$ cat src/rtl/cordic_range_reduce_if.sv
// Handshake bundle between angle producer, range reducer and CORDIC consumer.
// Producer and consumer sides share one interface; the reducer sits on the slave modport.
interface cordic_range_reduce_if #(
   parameter int IN_WIDTH   = 24,
   parameter int DATA_WIDTH = 22
);
   logic signed [IN_WIDTH-1:0]   angle_in;
   logic                         in_valid;
   logic                         in_ready;
   logic signed [DATA_WIDTH-1:0] target_out;
   logic                         negate;
   logic                         out_valid;
   logic                         out_ready;

   modport master (
      output angle_in, in_valid, out_ready,
      input  in_ready, target_out, negate, out_valid
   );

   modport slave (
      input  angle_in, in_valid, out_ready,
      output in_ready, target_out, negate, out_valid
   );
endinterface

$ cat src/rtl/cordic_range_reduce.sv
// Wraps an angle into [-pi,pi] then folds it into [-pi/2,pi/2] with a cosine negate flag.
// Result n+2 edges after accept (n = wrap steps, 0..2); holds output until out_ready, one angle in flight.
module cordic_range_reduce #(
   parameter int IN_INT_WIDTH     = 4,
   parameter int INTEGER_WIDTH    = 2,
   parameter int FRACTIONAL_WIDTH = 20,
   parameter int IN_WIDTH         = IN_INT_WIDTH + FRACTIONAL_WIDTH,
   parameter int DATA_WIDTH       = INTEGER_WIDTH + FRACTIONAL_WIDTH,
   parameter int PI_CONST         = 3294199,
   parameter int HALF_PI_CONST    = 1647099,
   parameter int TWO_PI_CONST     = 6588397
) (
   input logic                  clk,
   input logic                  rst,
   input logic                  clk_en,
   cordic_range_reduce_if.slave io
);
   localparam logic signed [IN_WIDTH-1:0] PI_W       = IN_WIDTH'(PI_CONST);
   localparam logic signed [IN_WIDTH-1:0] NEG_PI_W   = IN_WIDTH'(-PI_CONST);
   localparam logic signed [IN_WIDTH-1:0] HALF_W     = IN_WIDTH'(HALF_PI_CONST);
   localparam logic signed [IN_WIDTH-1:0] NEG_HALF_W = IN_WIDTH'(-HALF_PI_CONST);
   localparam logic signed [IN_WIDTH-1:0] TWO_PI_W   = IN_WIDTH'(TWO_PI_CONST);

   typedef enum logic [1:0] {IDLE, WRAP, FOLD, OUT} state_t;

   state_t                       state, state_nxt;
   logic signed [IN_WIDTH-1:0]   w, w_nxt;
   logic signed [IN_WIDTH-1:0]   fold_val;
   logic signed [DATA_WIDTH-1:0] target, target_nxt;
   logic                         neg, neg_nxt;
   logic                         valid, valid_nxt;

   always_ff @(posedge clk or negedge rst) begin
      if (!rst) begin
         state  <= IDLE;
         w      <= '0;
         target <= '0;
         neg    <= 1'b0;
         valid  <= 1'b0;
      end else if (clk_en) begin
         state  <= state_nxt;
         w      <= w_nxt;
         target <= target_nxt;
         neg    <= neg_nxt;
         valid  <= valid_nxt;
      end
   end

   always_comb begin
      state_nxt  = state;
      w_nxt      = w;
      target_nxt = target;
      neg_nxt    = neg;
      valid_nxt  = valid;
      fold_val   = '0;
      case (state)
         IDLE: begin
            if (io.in_valid) begin
               w_nxt     = io.angle_in;
               state_nxt = WRAP;
            end
         end
         WRAP: begin
            // each step moves w toward zero, so the subtraction cannot overflow
            if (w > PI_W)          w_nxt = w - TWO_PI_W;
            else if (w < NEG_PI_W) w_nxt = w + TWO_PI_W;
            else                   state_nxt = FOLD;
         end
         FOLD: begin
            if (w > HALF_W) begin
               fold_val = PI_W - w;
               neg_nxt  = 1'b1;
            end else if (w < NEG_HALF_W) begin
               fold_val = NEG_PI_W - w;
               neg_nxt  = 1'b1;
            end else begin
               fold_val = w;
               neg_nxt  = 1'b0;
            end
            // |fold_val| <= pi/2, so dropping the upper integer bits is lossless
            target_nxt = DATA_WIDTH'(fold_val);
            valid_nxt  = 1'b1;
            state_nxt  = OUT;
         end
         OUT: begin
            if (io.out_ready) begin
               valid_nxt = 1'b0;
               state_nxt = IDLE;
            end
         end
         default: state_nxt = IDLE;
      endcase
   end

   assign io.in_ready   = rst & clk_en & (state == IDLE);
   assign io.out_valid  = valid & clk_en;
   assign io.target_out = target;
   assign io.negate     = neg;
endmodule

$ cat src/flat_wrapper.sv
// flat-port wrapper written by rule: the top's interface ports become plain ports
module cordic_range_reduce_flat 
#(
   parameter int IN_INT_WIDTH     = 4,
   parameter int INTEGER_WIDTH    = 2,
   parameter int FRACTIONAL_WIDTH = 20,
   parameter int IN_WIDTH         = IN_INT_WIDTH + FRACTIONAL_WIDTH,
   parameter int DATA_WIDTH       = INTEGER_WIDTH + FRACTIONAL_WIDTH,
   parameter int PI_CONST         = 3294199,
   parameter int HALF_PI_CONST    = 1647099,
   parameter int TWO_PI_CONST     = 6588397
)
  (clk, rst, clk_en, io_angle_in, io_in_valid, io_out_ready, io_in_ready, io_target_out, io_negate, io_out_valid);
  cordic_range_reduce_if #(.IN_WIDTH(IN_WIDTH), .DATA_WIDTH(DATA_WIDTH)) io_i ();
  input logic clk;
  input logic rst;
  input logic clk_en;
  input wire logic [$bits(io_i.angle_in)-1:0] io_angle_in;
  input wire logic [$bits(io_i.in_valid)-1:0] io_in_valid;
  input wire logic [$bits(io_i.out_ready)-1:0] io_out_ready;
  output wire logic [$bits(io_i.in_ready)-1:0] io_in_ready;
  output wire logic [$bits(io_i.target_out)-1:0] io_target_out;
  output wire logic [$bits(io_i.negate)-1:0] io_negate;
  output wire logic [$bits(io_i.out_valid)-1:0] io_out_valid;
  assign io_i.angle_in = io_angle_in;
  assign io_i.in_valid = io_in_valid;
  assign io_i.out_ready = io_out_ready;
  assign io_in_ready = io_i.in_ready;
  assign io_target_out = io_i.target_out;
  assign io_negate = io_i.negate;
  assign io_out_valid = io_i.out_valid;
  cordic_range_reduce #(.IN_INT_WIDTH(IN_INT_WIDTH), .INTEGER_WIDTH(INTEGER_WIDTH), .FRACTIONAL_WIDTH(FRACTIONAL_WIDTH), .IN_WIDTH(IN_WIDTH), .DATA_WIDTH(DATA_WIDTH), .PI_CONST(PI_CONST), .HALF_PI_CONST(HALF_PI_CONST), .TWO_PI_CONST(TWO_PI_CONST)) u_core (.clk(clk), .rst(rst), .clk_en(clk_en), .io(io_i));
endmodule
$ cat config.mk
export PLATFORM = sky130hd
export DESIGN_NAME = cordic_range_reduce_flat
export DESIGN_NICKNAME = d
export VERILOG_FILES = /design/src/rtl/cordic_range_reduce_if.sv /design/src/rtl/cordic_range_reduce.sv /design/src/flat_wrapper.sv
export SDC_FILE = /design/constraint.sdc
export NUM_CORES = 1
export LEC_CHECK = 0
export ABC_AREA = 1
export BUFFER_PORTS_ARGS = -buffer_cell sky130_fd_sc_hd__buf_2
export CAP_MARGIN = 25
export CORE_MARGIN = 2
export CORE_UTILIZATION = 25
export CTS_CLUSTER_SIZE = 30
export DETAILED_ROUTE_END_ITERATION = 12
export GPL_TIMING_DRIVEN = 0
export HOLD_SLACK_MARGIN = 0.15
export PLACE_DENSITY = 0.4
export SYNTH_ARGS = -nofsm -noshare
export SYNTH_HDL_FRONTEND = slang
export SYNTH_SLANG_ARGS = --single-unit
$ cat constraint.sdc
create_clock -name clk -period 3.2 [get_ports clk]
set_input_delay 0.32 -clock clk [delete_from_list [all_inputs] [get_ports clk]]
set_output_delay 0.32 -clock clk [all_outputs]
set_load 0.02 [all_outputs]
==> results.cfg, run 1 <==
[outcome]
status = finished clean

[sta]
worst_pin_slew_ps = 840
holdWs_ps = 300
finalHoldViolCount = 0
rsz0062_at_grt = false
tns_ps = 0
drv_slew = 0
setup_viol = 0
setup_slack_ps = 202
relSlewSlack = 0.440
timing.final.crit_share = 0.937
clock_skew_ps = 14.1
max_freq_ghz = 0.334
min_period_ps = 3000

[logic_synthesis]
synth.net_count = 1142
netlist_top_cells_area = nand2_1 (29%), dfrtp_1 (21%), nand3_1 (11%)
yosys.cell_types.count = 35
ys_seq_area_frac = 0.210
yosys_warnings = 0
ys_ff_latch = 50
synth_top_cell_area_share = 0.290
synthCells = 1081
avgSynthCellArea_um2 = 5.51
yosysTopAreaCell = nand2_1
synth_area_um2 = 5960

[detailed_routing]
post_drt_wl_per_cell_um = 16.1
wirelength_um = 24000
drt_iter0_markers = 467
antenna_left = 0
drtPass1Iterations = 7
drcViolationCount = 0
viasPerCell = 4.68
vias = 6952

[setup_path]
cp-start-kind = flop
path_depth = 19
max_stage_delay_ps = 470
critical_path.most_common_cell = nand2_1
r2r_setup_slack_ps = 200
cp.buffers_inverters = 3
cp_slowest_cell = dfrtp_1
critical_path_required_ps = 3400
crit_family = simple AND/OR/NAND/NOR gates
crit_type = reg2reg
path_cells = buf_2, nor2_4, inv_1, nand3_2, nand2_2, nand2_4, clkinvlp_4, ha_2, nand2_2, nor2_2, nand2_1, nand3_2, nand2_1, nand2_1, a21oi_1, o21ai_1, nand2_1, nand2_1, nand2_1
cp_max_fo = 10
crit_arrival_ps = 3200
reg2reg_depth = 19
setup.worst_path.end_class = flop

[grt]
grt_use_total = 0.195
grt_pass1_vias = 6556
overflow = 0
antenna_found_initial = 0
grt_pass1_wl_um = 36700
grt_max_degree = 32

[placed_design]
gp_congestion = 0.866
hpwl_um = 19200
pre_cts_ws_ps = -1200
io_buffers = 53

[cts]
cts.clk_slew.worst_paths_ps = 80
cts_tree = yes
numCtsBuffers = 5
clock-root-buffer = clkbuf_16
worstSkewPairLatency_ps = 310
clockBufferDepth = 2
cts_sinks = 50
htree_levels = 2

[die]
initial_utilization = 0.255
fp.dieW_um = 158
die_h_um = 158
die-area_um2 = 25100
num_rows = 56
ios = 54
core_area_um2 = 23400

[pwr]
irDropWorstVdd_mv = 0.354
power_density_nw_per_um2 = 1250
finalPower_mw = 9.14
p_leak_nw = 3.90

[final_layout]
n_antenna_cell = 0
layout_common_cells = nand2_1 (446), nand3_1 (128), inv_1 (113)
nets = 1228
layout-drive-gt1-share = 0.182
syn_to_final_growth_pct = 23.1
utilization = 0.314
final_common_cell = nand2_1

[worst_hold_path]
hold_depth = 5
min_path_type = in2reg

[flow_run]
drv_cap = 0
registers in the layout (all words and copies together), names as in the netlist:
register              flops
u_core.w                 24
u_core.io.target_out     22
u_core.state              2
u_core.io.negate          1
u_core.valid              1
cell type report:
type                    count  area, um^2
multi-input cells         867        4300
well taps                 319         399
plain buffers              33         238
flip-flops and latches     50        1260
fillers                  2840       16100
clock buffers               5         125
inverters                 130         499
repair buffers             80         499
clock inverters             3        18.8
what timing repair did:
item,in CTS,in global routing
resized for setup,44,58
pin swaps,4,11
endpoints found under the hold margin,19,0
hold buffers,1,0
setup endpoints to repair,21,19
buffers inserted,6,19
logic make-up (layout without fill, tap and decap cells):
logic type | after synthesis | in the layout | share of synthesized area
and+or+nand+nor | 763 | 763 | 0.537
AOI/OAI and AO/OA | 68 | 68 | 0.0603
xor gates and xnor gates | 4 | 4 | 0.00588
DFF | 50 | 50 | 0.210
buffers and inverters | 164 | 251 | 0.119
adders and majority gates | 32 | 32 | 0.0685
Yosys cell counts, drive strengths merged:
cell type / instances
nand2: 466
nand3: 136
inv: 129
nor2: 129
dfrtp: 50
o21ai: 37
ha: 31
buf: 26
a21oi: 22
nand4: 14
clkbuf: 8
nand3b: 8
a31oi: 4
and2: 4
or2: 4
xor2: 3
nor3: 2
o21bai: 2
a41oi: 1
clkinv: 1
fa: 1
o211ai: 1
o21a: 1
xnor2: 1
routing by layer:
metal / global-route usage / routed length (um) / vias to the layer above
li1: - / - / 3575
met5: 0 / 0 / -
met1: 0.250 / 10900 / 3167
met4: 0.0485 / 501 / 0
met3: 0.0199 / 927 / 34
met2: 0.348 / 11600 / 176
final timing paths:
kind,start,endpoint
max in group asynchronous,rst,u_core.w[3]
max,u_core.w[14],u_core.w[10]
max reg2reg,u_core.w[14],u_core.w[10]
min in group asynchronous,rst,u_core.state[1]
min,io_angle_in[16],u_core.w[16]
min reg2reg,u_core.io.target_out[12],u_core.io.target_out[12]
metrics by stage:
stage	instances	instance area (um^2)
6_report	1487	7340
2_1_floorplan	1081	5960
3_3_place_gp	1453	6620
4_1_cts	1469	7020
3_5_place_dp	1454	6640
5_1_grt	1487	7340
report_power, final:
| group | internal (mW) | leakage, nW | switching (mW) |
|---|---|---|---|
| Clock | 0.291 | 0.0740 | 0.279 |
| Combinational | 2.52 | 3.20 | 4.79 |
| Sequential | 0.932 | 0.617 | 0.327 |
worst register-to-register path, cell delays in order, from the launching register on:
cell and delay [ps]:
dfrtp_1 470, buf_2 250, nor2_4 150, inv_1 60
nand3_2 90, nand2_2 60, nand2_4 130, clkinvlp_4 190
ha_2 420, nand2_2 110, nor2_2 150, nand2_1 80
nand3_2 130, nand2_1 70, nand2_1 80, a21oi_1 60
o21ai_1 170, nand2_1 70, nand2_1 80, nand2_1 50
Note: power is estimated with default switching activity, not from simulation.
==> inputs of run 2 (changes only) <==
ABC_AREA = not set   (was 1)
BUFFER_PORTS_ARGS = -buffer_cell sky130_fd_sc_hd__clkbuf_2   (was -buffer_cell sky130_fd_sc_hd__buf_2)
PLACE_DENSITY = 0.41   (was 0.4)
==> results.cfg, run 2 <==
[cts]
cts.clk_slew.worst_paths_ps = 70
htree_levels = 2
worstSkewPairLatency_ps = 300
cts_sinks = 50
clockBufferDepth = 2
numCtsBuffers = 5
cts_tree = yes
clock-root-buffer = clkbuf_16

[sta]
relSlewSlack = 0.470
drv_slew = 0
clock_skew_ps = 12.4
rsz0062_at_grt = true
timing.final.crit_share = 1.19
max_freq_ghz = 0.263
worst_pin_slew_ps = 795
setup_slack_ps = -603
min_period_ps = 3800
finalHoldViolCount = 0
setup_viol = 17

[placed_design]
hpwl_um = 10900
placed_area_um2 = 5000
gp_congestion = 0.815
io_buffers = 53

[grt]
overflow = 0
grt_max_degree = 30
grt_pass1_wl_um = 22600
grt_pass1_vias = 4061
antenna_found_initial = 0
grt_use_total = 0.158

[logic_synthesis]
synth_flop_cell = dfrtp_1
yosysTopAreaCell = dfrtp_1
synth_top_cell_area_share = 0.290
synthCells = 536
synth_most_common_cell = nand2_1
netlist_top_cells_area = dfrtp_1 (29%), ha_1 (9.0%), nand2_1 (7.0%)
yosys_warnings = 0
ys_seq_area_frac = 0.290
synth_edf_count = 0
synth.net_count = 597
avgSynthCellArea_um2 = 8.05
async_reset_ff_frac = 1.00
synth_area_um2 = 4310
synthTopCellsByCount = nand2_1 (81), o21ai_0 (54), dfrtp_1 (50), a21oi_1 (42), nor2_1 (32)
ys_ff_latch = 50
yosys.cell_types.count = 71

[setup_path]
crit_arrival_ps = 4040
path_cells = or4_4, a311oi_4, o32a_4, clkinvlp_4, buf_12, ha_4, nand4_1, nor2_2, or3_1, o32a_1, buf_6, a41o_1, xor2_1, nand2_1, a21oi_2
cp_max_fo = 7
critical_path_required_ps = 3430
crit_type = reg2reg
cp-start-kind = flop
cp_slowest_cell = or4_4
setup.worst_path.end_class = flop
max_stage_delay_ps = 550

[die]
fp.dieW_um = 135
die-area_um2 = 18300
initial_utilization = 0.253
num_rows = 48
ios = 54
core_area_um2 = 17100
die_h_um = 135

[detailed_routing]
vias = 4258
post_drt_wl_per_cell_um = 16.9
viasPerCell = 5.02
antenna_left = 0
drtPass1Iterations = 6
drcViolationCount = 0
wirelength_um = 14300
drt_iter0_markers = 204

[final_layout]
nets = 684
fillers = 1845
syn_to_final_growth_pct = 29.7
finish.instance_area_um2 = 5600
final-seq-area_um2 = 1260
layout-drive-gt1-share = 0.279
top_register = u_core.w
multi_input_area_um2 = 3140
final_common_cell = nand2_1
n_antenna_cell = 0
layout_common_cells = nand2_1 (79), clkbuf_2 (58), dfrtp_1 (44)
largest_register_ffs = 24

[outcome]
violations = setup timing
status = finished, violations left

[flow_run]
drv_cap = 0

[worst_hold_path]
min_path_type = in2reg
## run 2: cell count changes after synthesis, moves of 11 or more
cell	delta
a21o_1	+11
a21oi_1	+20
clkbuf_1	+11
inv_1	-101
nand2_1	-379
nand3_1	-125
nor2_1	-87
o21ai_0	+18
o21ai_1	+12
xnor2_1	+17
xor2_1	+15
## run 2: kinds of logic (layout without fill, tap and decap cells)
logic type,after synthesis,count (layout),share of synthesized area
compound gates,187,187,0.279
xor+xnor,36,36,0.0731
fa+ha+maj,32,32,0.0945
buf+inv,51,139,0.0545
flops,50,50,0.290
mux,9,9,0.0209
simple gates,171,171,0.188
## run 2: final timing paths
path,startpoint,endpoint,slack [ps],cells after the start
worst max-delay path,u_core.w[12],u_core.w[21],-600,15
worst min-delay path,io_out_ready,u_core.valid,300,4
worst max register to register,u_core.w[12],u_core.w[21],-600,15
worst min register to register,u_core.io.target_out[17],u_core.io.target_out[17],480,2
max in group asynchronous,rst,u_core.io.target_out[16],2020,3
min in group asynchronous,rst,u_core.w[5],580,2
## run 2: final cells by class
type / instances / share of cell area
Buffer: 30 / 0.0297
Clock buffer: 6 / 0.0230
Clock inverter: 2 / 0.00246
Inverter: 17 / 0.0121
Multi-Input combinational cell: 435 / 0.561
Sequential cell: 50 / 0.225
Tap cell: 225 / 0.0503
Timing Repair Buffer: 84 / 0.0966
## run 2: repair_timing
| item | 4_1_cts | 5_1_grt |
|---|---|---|
| setup buffers | 22 | 7 |
| pin swaps | 29 | 20 |
| setup endpoints to repair | 21 | 19 |
| hold buffers | 1 | 0 |
| hold endpoints to repair | 22 | 0 |
| gates resized for setup | 43 | 30 |
## run 2: critical path: cells and delay by family (launching register included)
family | cells | cell delay, ps
AND/OR/NAND/NOR | 5 | 1170
flip-flops | 1 | 410
adder cells (fa/ha/maj) | 1 | 270
XOR/XNOR | 1 | 140
buffers and inverters | 3 | 450
AO/OA/AOI/OAI | 5 | 1290
## run 2: metal layers
metal | routed length [um] | up-vias | share of wire | global-route usage
li1 | - | 2114 | - | -
met1 | 6990 | 2049 | 0.49 | 0.226
met2 | 6750 | 85 | 0.47 | 0.257
met3 | 447 | 10 | 0.031 | 0.0172
met4 | 156 | 0 | 0.011 | 0.0353
met5 | 0 | - | 0 | 0
## run 2: metrics by stage
step	setup TNS, ps	std cells	hold slack [ps]	setup slack [ps]	utilization
finish	-6030	849	303	-603	0.328
global route	-9030	849	315	-796	0.328
CTS	-6390	842	298	-634	0.320
detailed placement	-18280	815	385	-1340	0.293
global placement	-19120	814	463	-1430	0.292
floorplan	-4510	536	24.4	-549	-
Power of run 2 is left out: the tool's default activity adds up to more than one toggle a clock period on the data nets, which glitch-free logic cannot reach.
==> inputs of run 3 (changes only) <==
ABC_AREA = 1   (was not set)
PLACE_DENSITY = 0.4   (was 0.41)
==> results.cfg, run 3 (synthesis results as in run 1) <==
[die]
fp.dieW_um = 158
initial_utilization = 0.255
die-area_um2 = 25100
num_rows = 56
ios = 54
die_h_um = 158
core_area_um2 = 23400

[setup_path]
cp-start-kind = flop
setup.worst_path.end_class = flop
cp_max_fo = 10
reg2reg_depth = 20
crit_arrival_ps = 3230
crit_type = reg2reg
critical_path_required_ps = 3410

[final_layout]
n_antenna_cell = 0
multi_input_area_um2 = 4360
nets = 1234
final_common_cell = nand2_1
layout_common_cells = nand2_1 (441), nand3_1 (128), inv_1 (112)
syn_to_final_growth_pct = 25.3
largest_register_ffs = 24
fin_cells = 1493
top_register = u_core.w
fillers = 2795
finish.instance_area_um2 = 7470
final-seq-area_um2 = 1260
layout-drive-gt1-share = 0.191

[cts]
cts.clk_slew.worst_paths_ps = 80
cts_sinks = 50
numCtsBuffers = 5
clockBufferDepth = 2
htree_levels = 2
clock-root-buffer = clkbuf_16
cts_tree = yes
worstSkewPairLatency_ps = 310

[detailed_routing]
vias = 6991
drtPass1Iterations = 7
wl_met1_um = 11100
dr_wl_met2_um = 11800
drt_iter0_markers = 503
viasPerCell = 4.68
wl_met3_um = 802
post_drt_wl_per_cell_um = 16.1
wirelength_um = 24000
drcViolationCount = 0
antenna_left = 0
routed.top_layer = met4

[pwr]
p_leak_nw = 3.95
power_density_nw_per_um2 = 1260
irDropWorstVdd_mv = 0.450

[sta]
drv_slew = 0
rsz0062_at_grt = true
min_period_ps = 3020
holdWs_ps = 300
clock_skew_ps = 6.85
worst_pin_slew_ps = 783
max_freq_ghz = 0.331
relSlewSlack = 0.478
setup_viol = 0
timing.final.crit_share = 0.945
finalHoldViolCount = 0

[worst_hold_path]
min_path_type = in2reg
hold_depth = 5

[grt]
grt_pass1_wl_um = 37700
grt_use_total = 0.198
grt_pass1_vias = 6677
overflow = 0
antenna_found_initial = 0
grt_max_degree = 52

[flow_run]
drv_cap = 0

[placed_design]
hpwl_um = 19000
placed_area_um2 = 6630
place_inst = 1453
gp_congestion = 0.856
io_buffers = 53

[outcome]
status = finished clean
## run 3: cell count changes in the layout (fill, tap and decap cells not counted), moves of 12 or more
cell,before,now
a21oi_1,36,21
nand3_1,6,128
nor2_2,2,18
xor2_1,18,3
nand2_2,3,20
inv_2,0,12
nand2_1,79,441
xnor2_1,17,1
nor2_1,30,99
nor2_4,0,12
o21ai_1,20,4
inv_1,15,112
## run 3: power breakdown
group / internal (mW) / leakage (nW) / switching, mW
Combinational: 2.66 / 3.25 / 4.89
Sequential: 0.933 / 0.616 / 0.318
Clock: 0.336 / 0.0801 / 0.280
## run 3: area by class of cell
type / count / share of cell area
Buffer: 33 / 0.0318
Sequential cell: 50 / 0.169
Multi-Input combinational cell: 867 / 0.584
Clock buffer: 7 / 0.0204
Clock inverter: 1 / 0.00117
Tap cell: 319 / 0.0534
Timing Repair Buffer: 86 / 0.0734
Inverter: 130 / 0.0675
## run 3: timing repair
action / in CTS / in global routing
resized for setup: 39 / 74
buffers inserted: 6 / 25
endpoints found under the setup margin: 21 / 20
hold endpoints to repair: 8 / 0
pin swaps: 3 / 18
hold buffers: 1 / 0
gates cloned: 0 / 1
## run 3: metal layers
metal | GRT usage | up-vias
met4 | 0.0476 | 0
met5 | 0 | -
met3 | 0.0223 | 24
li1 | - | 3571
met1 | 0.259 | 3242
met2 | 0.349 | 154
## run 3: critical path, cell delays in order (launching register included)
cell and delay [ps]:
dfrtp_1 390, buf_6 160, inv_4 120, o21ai_1 100, a21oi_2 200, nand2_2 90
nand2_4 130, clkinvlp_4 220, buf_12 210, ha_4 290, nand2_1 90, inv_2 90
nand2_2 70, nor2_2 120, nand4_1 170, nand3_1 120, nand2_1 50, nand3_1 70
nand2_1 80, nand2_1 90, nand2_1 50
## run 3: per-stage QoR
step,setup slack [ps],TNS (ps),util,total power [mW]
after detailed placement,-1180,-17500,0.283,7.66
after global routing,-50.4,-259,0.319,10.4
after floorplan,277,0,-,5.73
final,175,0,0.319,9.41
after global placement,-1270,-18520,0.283,7.66
after CTS,1.61,0,0.300,8.68
## run 3: worst paths after layout
check                                      endpoint  slack, ps                      from
min reg2reg                u_core.io.target_out[12]        480  u_core.io.target_out[12]
min in group asynchronous   u_core.io.target_out[7]        650                       rst
max                                    u_core.w[20]        180              u_core.w[17]
max in group asynchronous               u_core.w[3]       2010                       rst
min                                    u_core.w[22]        300           io_angle_in[22]
max reg2reg                            u_core.w[20]        180              u_core.w[17]
